$ cat src/rtl/gray_conv_arbiter.sv
// rtl/gray_conv_arbiter.sv - round-robin arbiter feeding a shared binary-to-gray converter
// One word accepted per IDLE cycle; result held in SEND until the consumer takes it.
module gray_conv_arbiter #(
    parameter int N_REQ = 4,
    parameter int WIDTH = 4
) (
    input  logic                       clk,
    input  logic                       rst_n,
    input  logic [N_REQ-1:0]           req_valid,
    input  logic [N_REQ*WIDTH-1:0]     req_data,
    output logic [N_REQ-1:0]           req_ready,
    output logic                       out_valid,
    input  logic                       out_ready,
    output logic [WIDTH-1:0]           out_gray,
    output logic [$clog2(N_REQ)-1:0]   out_id,
    output logic [7:0]                 xfer_count,
    output logic                       busy
);

    localparam int IDW = $clog2(N_REQ);
    localparam logic [IDW-1:0] LAST_ID = IDW'(N_REQ - 1);

    typedef enum logic {
        IDLE = 1'b0,
        SEND = 1'b1
    } state_t;

    state_t             state_q, state_d;
    logic               out_valid_q, out_valid_d;
    logic [WIDTH-1:0]   out_gray_q, out_gray_d;
    logic [IDW-1:0]     out_id_q, out_id_d;
    logic [7:0]         xfer_count_q, xfer_count_d;
    logic [IDW-1:0]     last_grant_q, last_grant_d;

    logic [WIDTH-1:0]   words [N_REQ];
    logic               grant_found;
    logic [IDW-1:0]     grant_idx;
    logic [IDW-1:0]     cand_idx;
    int                 cand;

    function automatic logic [WIDTH-1:0] bin2gray(input logic [WIDTH-1:0] bin);
        return bin ^ (bin >> 1);
    endfunction

    for (genvar g = 0; g < N_REQ; g++) begin : g_unpack
        assign words[g] = req_data[g*WIDTH +: WIDTH];
    end

    // Search starts one past the last winner and wraps, so every requester is reached within N_REQ grants.
    always_comb begin
        grant_found = 1'b0;
        grant_idx   = '0;
        cand        = 0;
        cand_idx    = '0;
        for (int k = 1; k <= N_REQ; k++) begin
            cand     = (int'(last_grant_q) + k) % N_REQ;
            cand_idx = IDW'(cand);
            if (!grant_found && req_valid[cand_idx]) begin
                grant_found = 1'b1;
                grant_idx   = cand_idx;
            end
        end
    end

    always_comb begin
        state_d      = state_q;
        out_valid_d  = out_valid_q;
        out_gray_d   = out_gray_q;
        out_id_d     = out_id_q;
        xfer_count_d = xfer_count_q;
        last_grant_d = last_grant_q;
        req_ready    = '0;
        case (state_q)
            IDLE: begin
                if (grant_found && rst_n) begin
                    req_ready    = {{(N_REQ-1){1'b0}}, 1'b1} << grant_idx;
                    out_valid_d  = 1'b1;
                    out_gray_d   = bin2gray(words[grant_idx]);
                    out_id_d     = grant_idx;
                    last_grant_d = grant_idx;
                    state_d      = SEND;
                end
            end
            SEND: begin
                if (out_valid_q && out_ready) begin
                    out_valid_d  = 1'b0;
                    xfer_count_d = xfer_count_q + 8'd1;
                    state_d      = IDLE;
                end
            end
            default: state_d = IDLE;
        endcase
    end

    always_ff @(posedge clk or negedge rst_n) begin
        if (!rst_n) begin
            state_q      <= IDLE;
            out_valid_q  <= 1'b0;
            out_gray_q   <= '0;
            out_id_q     <= '0;
            xfer_count_q <= 8'd0;
            last_grant_q <= LAST_ID;
        end else begin
            state_q      <= state_d;
            out_valid_q  <= out_valid_d;
            out_gray_q   <= out_gray_d;
            out_id_q     <= out_id_d;
            xfer_count_q <= xfer_count_d;
            last_grant_q <= last_grant_d;
        end
    end

    assign out_valid  = out_valid_q;
    assign out_gray   = out_gray_q;
    assign out_id     = out_id_q;
    assign xfer_count = xfer_count_q;
    assign busy       = (state_q == SEND);

endmodule

$ cat config.mk
export PLATFORM = sky130hd
export DESIGN_NAME = gray_conv_arbiter
export DESIGN_NICKNAME = d
export VERILOG_FILES = /design/src/rtl/gray_conv_arbiter.sv
export SDC_FILE = /design/constraint.sdc
export NUM_CORES = 1
export LEC_CHECK = 0
export BUFFER_PORTS_ARGS = -buffer_cell sky130_fd_sc_hd__clkbuf_2
export CORE_ASPECT_RATIO = 0.8
export CORE_MARGIN = 2
export CORE_UTILIZATION = 51
export DETAILED_ROUTE_END_ITERATION = 16
export PLACE_DENSITY_LB_ADDON = 0.1
export SETUP_SLACK_MARGIN = 0.5
export SYNTH_ARGS = -nofsm -noshare
export SYNTH_HDL_FRONTEND = slang
export SYNTH_SLANG_ARGS = --single-unit
export TNS_END_PERCENT = 30
$ cat constraint.sdc
create_clock -name clk -period 4.1 [get_ports clk]
set_input_delay 0.41 -clock clk [delete_from_list [all_inputs] [get_ports clk]]
set_output_delay 0.41 -clock clk [all_outputs]
set_load 0.01 [all_outputs]
==> metrics.md, run 1 <==
| Metric | Value |
|---|---|
| Largest net degree at the start of global routing | 21 |
| Worst Path Required | 3.69 ns |
| Routed WL | 2620 um |
| P&R area growth vs syn | 23.5% |
| Finished Core Util | 69.3% |
| Status | completed |
| Mapped Area | 1090 um^2 |
| Critical path type | in -> out |
| Clock skew | 0.00796 ns |
| Starting density of the core | 56.1% |
| GP Congestion | 0.846 |
| Final hold vios | 0 |
| Final min period | 2.64 ns |
| IO Pins | 43 |
| Vias in the first global route | 889 |
| Layout cells sized above 1 | 35.6% |
| Die Wd | 55.7 um |
| Leak | 0.664 nW |
| Sequential share of the synthesized area | 41.5% |
| Setup Viol. Count Final | 0 |
| Area of the core | 1940 um^2 |
| Max-cap violations | 0 |
| Vias per cell | 5.61 |
| Hold buffers post-CTS | 0 |
| #FFs+latches synth | 18 |
| Most frequent cells in the layout | clkbuf_2 (42), dfrtp_1 (16), nor2_1 (15) |
| Worst-path clk slew | 0.11 ns |
| Post-DR wirelength/cell | 14.3 um |
| Setup crit end kind | primary output |
| Total Nets Final | 185 |
| DR vias | 1032 |
| Clk buf depth | 2 |
| Cell Rows | 14 |
| Number of I/O port buffers | 42 |
| Antenna cell count | 0 |
| Mapped Nets | 141 |
| DRC | 0 |
| Hpwl dp | 2010 um |
| Slew HR | 51.4% |
| Mapped Cells | 117 |
| CTS resizes | 0 |
| Maximum clock frequency | 0.379 GHz |
| Clk sinks | 18 |
| Antenna-violating nets left | 0 |
| Inserted Clock Buffers | 3 |
| Initial antenna violation count | 0 |
| First-pass GRT wire length | 4160 um |
| CTS tree | done |
| CP max FO | 20 |
| Least-Margin Pin Slew | 0.727 ns |
| Setup TNS | 0 ns |
| Pins Over Slew Limit | 0 |
| Unrepaired setup endpoints after global routing | no |
| Tcrit/Tclk final | 64.4% |
| Nature of the critical path startpoint | primary input |
| Commonest non-fill, non-tap cell in the layout | clkbuf_2 |
| Initial DRC count | 47 |
| H-tree lvl count | 1 |
| WP data arrival | 2.23 ns |
| HP Class | in -> async |
| Clock root cell | clkbuf_4 |
| Final instance area | 1350 um^2 |
| Cell area power density | 582 nW/um^2 |
| Yosys Warn Count | 0 |
| DIE AREA | 2530 um^2 |
| Post CTS Setup Buffer Count | 0 |
| 1st-pass router iterations | 4 |
| Area post-placement | 1310 um^2 |
| Worst VDD drop | 387 uV |
| Post-synth cell types | 34 |
| Global route overflow | 0 |
| Global-route total usage across every layer | 21.9% |
| Clk_lat worst skew | 0.30 ns |
| DIE HEIGHT | 45.4 um |
| Post-Syn Area per Cell | 9.33 um^2 |
[critical path: stages]
cell and delay, ns:
clkbuf_2 0.37, o41ai_1 0.19, nor2_1 0.59, nand2b_1 0.31, nor2_1 0.19, clkbuf_2 0.15
[metal layers]
layer	vias to the layer above	wire length (um)	GRT usage (%)	share of wire (%)
met3	4	248	3.69	9.5
li1	502	-	-	-
met1	484	1170	31.4	45
met5	-	0	0	0
met4	0	37	10.2	1.4
met2	42	1170	32.9	44
[Yosys cell counts (all sizes together)]
master | n | area share, %
dfrtp | 16 | 37
nor2 | 15 | 5.2
nand2 | 10 | 3.4
nand3 | 10 | 4.6
xnor2 | 10 | 8.0
a21oi | 9 | 4.5
inv | 6 | 2.1
a211oi | 4 | 2.8
and3 | 3 | 1.7
mux2i | 3 | 2.8
o21ai | 3 | 1.7
o22ai | 3 | 2.9
xor2 | 3 | 2.4
buf | 2 | 1.5
dfstp | 2 | 4.8
mux2 | 2 | 2.1
nand2b | 2 | 1.1
nor4 | 2 | 2.3
a21o | 1 | 1.4
a311oi | 1 | 0.80
a31o | 1 | 0.80
a31oi | 1 | 0.57
clkbuf | 1 | 0.34
ha | 1 | 1.1
nand4 | 1 | 0.57
nor2b | 1 | 0.57
o21a | 1 | 0.69
o32ai | 1 | 0.80
o41a | 1 | 1.0
o41ai | 1 | 0.80
[layout make-up]
cell class	instances	area (um^2)
fillers	150	597
multi-input cells	90	596
flip-flops and latches	18	453
repair buffers	42	210
clock buffers	4	36.3
well taps	24	30.0
inverters	6	22.5
[sequential cells by signal (all words and copies together) (netlist names)]
| signal | cells |
|---|---|
| busy | 1 |
| last_grant_q | 2 |
| out_gray | 4 |
| out_id | 2 |
| out_valid | 1 |
| xfer_count | 8 |
[kinds of logic (layout without fill, tap and decap cells)]
logic type | Yosys count | count (layout) | share of synthesized area (%)
compound gates | 27 | 27 | 18.7
xor+xnor | 13 | 13 | 10.4
fa+ha+maj | 1 | 1 | 1.15
buf+inv | 9 | 52 | 3.90
flops | 18 | 18 | 41.5
mux | 5 | 5 | 4.82
simple gates | 44 | 44 | 19.5
[final timing paths]
| kind | slack, ns | startpoint | depth (start not counted) | endpoint |
|---|---|---|---|---|
| worst max-delay path | 1.46 | rst_n | 6 | req_ready[3] |
| worst min-delay path | 0.03 | rst_n | 1 | xfer_count[1]$_DFFE_PN0P_ |
| worst max register to register | 1.97 | last_grant_q[1]$_DFFE_PN1P_ | 6 | out_gray[3]$_DFFE_PN0P_ |
| worst min register to register | 0.50 | xfer_count[7]$_DFFE_PN0P_ | 1 | xfer_count[7]$_DFFE_PN0P_ |
| max in group asynchronous | 3.72 | rst_n | 1 | last_grant_q[0]$_DFFE_PN1P_ |
| min in group clk | 0.35 | out_ready | 2 | out_valid$_DFFE_PN0P_ |
[power breakdown]
group | internal (W) | switching, W
combinational | 0.000154 | 0.000195
sequential | 0.000252 | 0.0000697
clock | 0.0000542 | 0.0000584
[per-stage QoR]
| stage | power [W] | instances | hold slack, ns | worst slack, ns |
|---|---|---|---|---|
| after global placement | 0.000656 | 180 | 0.374 | 1.55 |
| final | 0.000784 | 184 | 0.0274 | 1.46 |
| after detailed placement | 0.000670 | 180 | 0.382 | 1.42 |
| after global routing | 0.000834 | 184 | 0.0525 | 1.18 |
| after CTS | 0.000785 | 184 | 0.0450 | 1.42 |
| after floorplan | 0.000548 | 117 | 0.114 | 2.28 |
Note: power is estimated with default switching activity, not from simulation.
==> run 2, diff against run 1 <==
--- a/config.mk
+++ b/config.mk
@@ -8,7 +8,7 @@
 export BUFFER_PORTS_ARGS = -buffer_cell sky130_fd_sc_hd__clkbuf_2
 export CORE_ASPECT_RATIO = 0.8
 export CORE_MARGIN = 2
-export CORE_UTILIZATION = 51
+export CORE_UTILIZATION = 43
 export DETAILED_ROUTE_END_ITERATION = 16
 export PLACE_DENSITY_LB_ADDON = 0.1
 export SETUP_SLACK_MARGIN = 0.5
==> constraint.sdc (replaced) <==
create_clock -name clk -period 2.4 [get_ports clk]
set_input_delay 0.24 -clock clk [delete_from_list [all_inputs] [get_ports clk]]
set_output_delay 0.24 -clock clk [all_outputs]
set_load 0.01 [all_outputs]
==> metrics.md, run 2 (synthesis gave the netlist of run 1 again) <==
| Metric | Value |
|---|---|
| Finished Core Util | 63.1% |
| Antenna-violating nets left | 0 |
| Vias per cell | 5.15 |
| DIE AREA | 2960 um^2 |
| Least-Margin Pin Slew | 0.527 ns |
| Fillers | 227 |
| DR vias | 1098 |
| Setup TNS | 0 ns |
| Pins Over Slew Limit | 0 |
| Post-DR wirelength/cell | 14.4 um |
| IO Pins | 43 |
| Post-Place Worst Slack | 0.374 ns |
| CP max FO | 4 |
| Clock root cell | clkbuf_4 |
| Leak | 0.747 nW |
| Antenna cell count | 0 |
| Worst Hold Depth | 2 |
| Max-cap violations | 0 |
| Worst-case reg-to-reg path depth | 7 |
| Initial antenna violation count | 0 |
| Vias in the first global route | 1138 |
| Starting density of the core | 45.0% |
| Unrepaired setup endpoints after global routing | yes |
| Tcrit/Tclk final | 84.8% |
| Total Nets Final | 202 |
| Worst-path clk slew | 0.11 ns |
| Clk sinks | 18 |
| Number of I/O port buffers | 42 |
| Die Wd | 60.3 um |
| Cell breakdown of the critical path | buf_4, a31o_1, o22ai_4, nand2b_4, nor2_2, clkbuf_2 |
| DIE HEIGHT | 49.1 um |
| Layout cells sized above 1 | 44.6% |
| Worst VDD drop | 584 uV |
| Max reg flops | 8 |
| Status | completed |
| Global-route total usage across every layer | 23.0% |
| Clk_lat worst skew | 0.30 ns |
| Final hold vios | 0 |
| HP Class | in -> reg |
| Cell area power density | 968 nW/um^2 |
| H-tree lvl count | 1 |
| PnR worst setup slack | 0.365 ns |
| Initial DRC count | 61 |
| Nature of the critical path startpoint | register |
| Largest stage delay, worst path | 0.60 ns |
| First-pass GRT wire length | 5110 um |
| Critical path type | reg -> out |
| Clk buf depth | 2 |
| DRC | 0 |
| Slowest cell on the critical path | dfstp_2 |
| Worst hold slack | 0.179 ns |
| Largest net degree at the start of global routing | 20 |
| GP Congestion | 0.794 |
| 1st-pass router iterations | 4 |
| Area of the core | 2420 um^2 |
| Worst Path Required | 2.16 ns |
| Global route overflow | 0 |
| Routed WL | 3060 um |
| Slew HR | 64.4% |
| Setup crit end kind | primary output |
| Most frequent cells in the layout | clkbuf_2 (40), dfrtp_1 (16), buf_4 (15) |
| Hpwl dp | 2130 um |
| WP data arrival | 1.79 ns |
| CTS tree | done |
| Setup Viol. Count Final | 0 |
| P&R area growth vs syn | 40.0% |
| Commonest non-fill, non-tap cell in the layout | clkbuf_2 |
| Maximum clock frequency | 0.491 GHz |
| Final min period | 2.03 ns |
| Inserted Clock Buffers | 3 |
| Clock skew | 0.0115 ns |
| Cell Rows | 16 |
[run 2: cell count changes in the layout (fill, tap and decap cells not counted), moves of 2 or more]
cell      before  now
buf_2          0    2
buf_4          0   15
clkbuf_2      42   40
nor2_1        15   12
nor2_2         0    3
[run 2: layout make-up]
cell class	count	area [um^2]	share of cell area (%)
inverters	6	22.5	1.47
multi-input cells	90	637	41.7
well taps	36	45.0	2.95
flip-flops and latches	18	453	29.6
repair buffers	59	344	22.5
clock buffers	4	26.3	1.72
[run 2: worst max-delay path, delay by kind of cell (launching register included)]
family / cells / cell delay (ns)
simple gates: 2 / 0.32
buf+inv: 2 / 0.28
flops: 1 / 0.60
compound gates: 2 / 0.30
[run 2: metrics by stage]
| stage | area (um^2) | total power [W] | cells |
|---|---|---|---|
| global placement | 1340 | 0.00113 | 194 |
| finish | 1530 | 0.00148 | 213 |
| detailed placement | 1340 | 0.00115 | 194 |
| CTS | 1500 | 0.00146 | 212 |
| floorplan | 1090 | 0.000937 | 117 |
| global route | 1530 | 0.00160 | 213 |
[run 2: per-layer routing]
layer / vias up / share of wire, % / routed length [um] / global-route usage (%)
met5: - / 0 / 0 / 0
met4: 0 / 0.78 / 24 / 3.33
met3: 4 / 5.6 / 171 / 6.63
met2: 31 / 45 / 1380 / 37.0
met1: 529 / 49 / 1490 / 31.1
li1: 534 / - / - / -
[run 2: what timing repair did]
action | CTS | global route
hold buffers | 1 | 0
pin swaps | 9 | 7
endpoints found under the setup margin | 8 | 8
gates resized for setup | 6 | 7
gates cloned | 0 | 0
buffers inserted | 13 | 1
hold endpoints to repair | 16 | 0
[run 2: where the power goes]
group,switching [W],internal (W)
Clock,0.0000979,0.0000648
Sequential,0.000107,0.000431
Combinational,0.000397,0.000381
[run 2: final timing paths]
kind                                             start                          end  slack [ns]
max                        last_grant_q[1]$_DFFE_PN1P_                 req_ready[2]        0.37
min in group asynchronous                        rst_n    xfer_count[3]$_DFFE_PN0P_        0.45
max in group asynchronous                        rst_n  last_grant_q[1]$_DFFE_PN1P_        1.69
max reg2reg                last_grant_q[1]$_DFFE_PN1P_      out_gray[0]$_DFFE_PN0P_        0.41
min                                          out_ready        out_valid$_DFFE_PN0P_        0.18
min reg2reg                  xfer_count[7]$_DFFE_PN0P_    xfer_count[7]$_DFFE_PN0P_        0.48
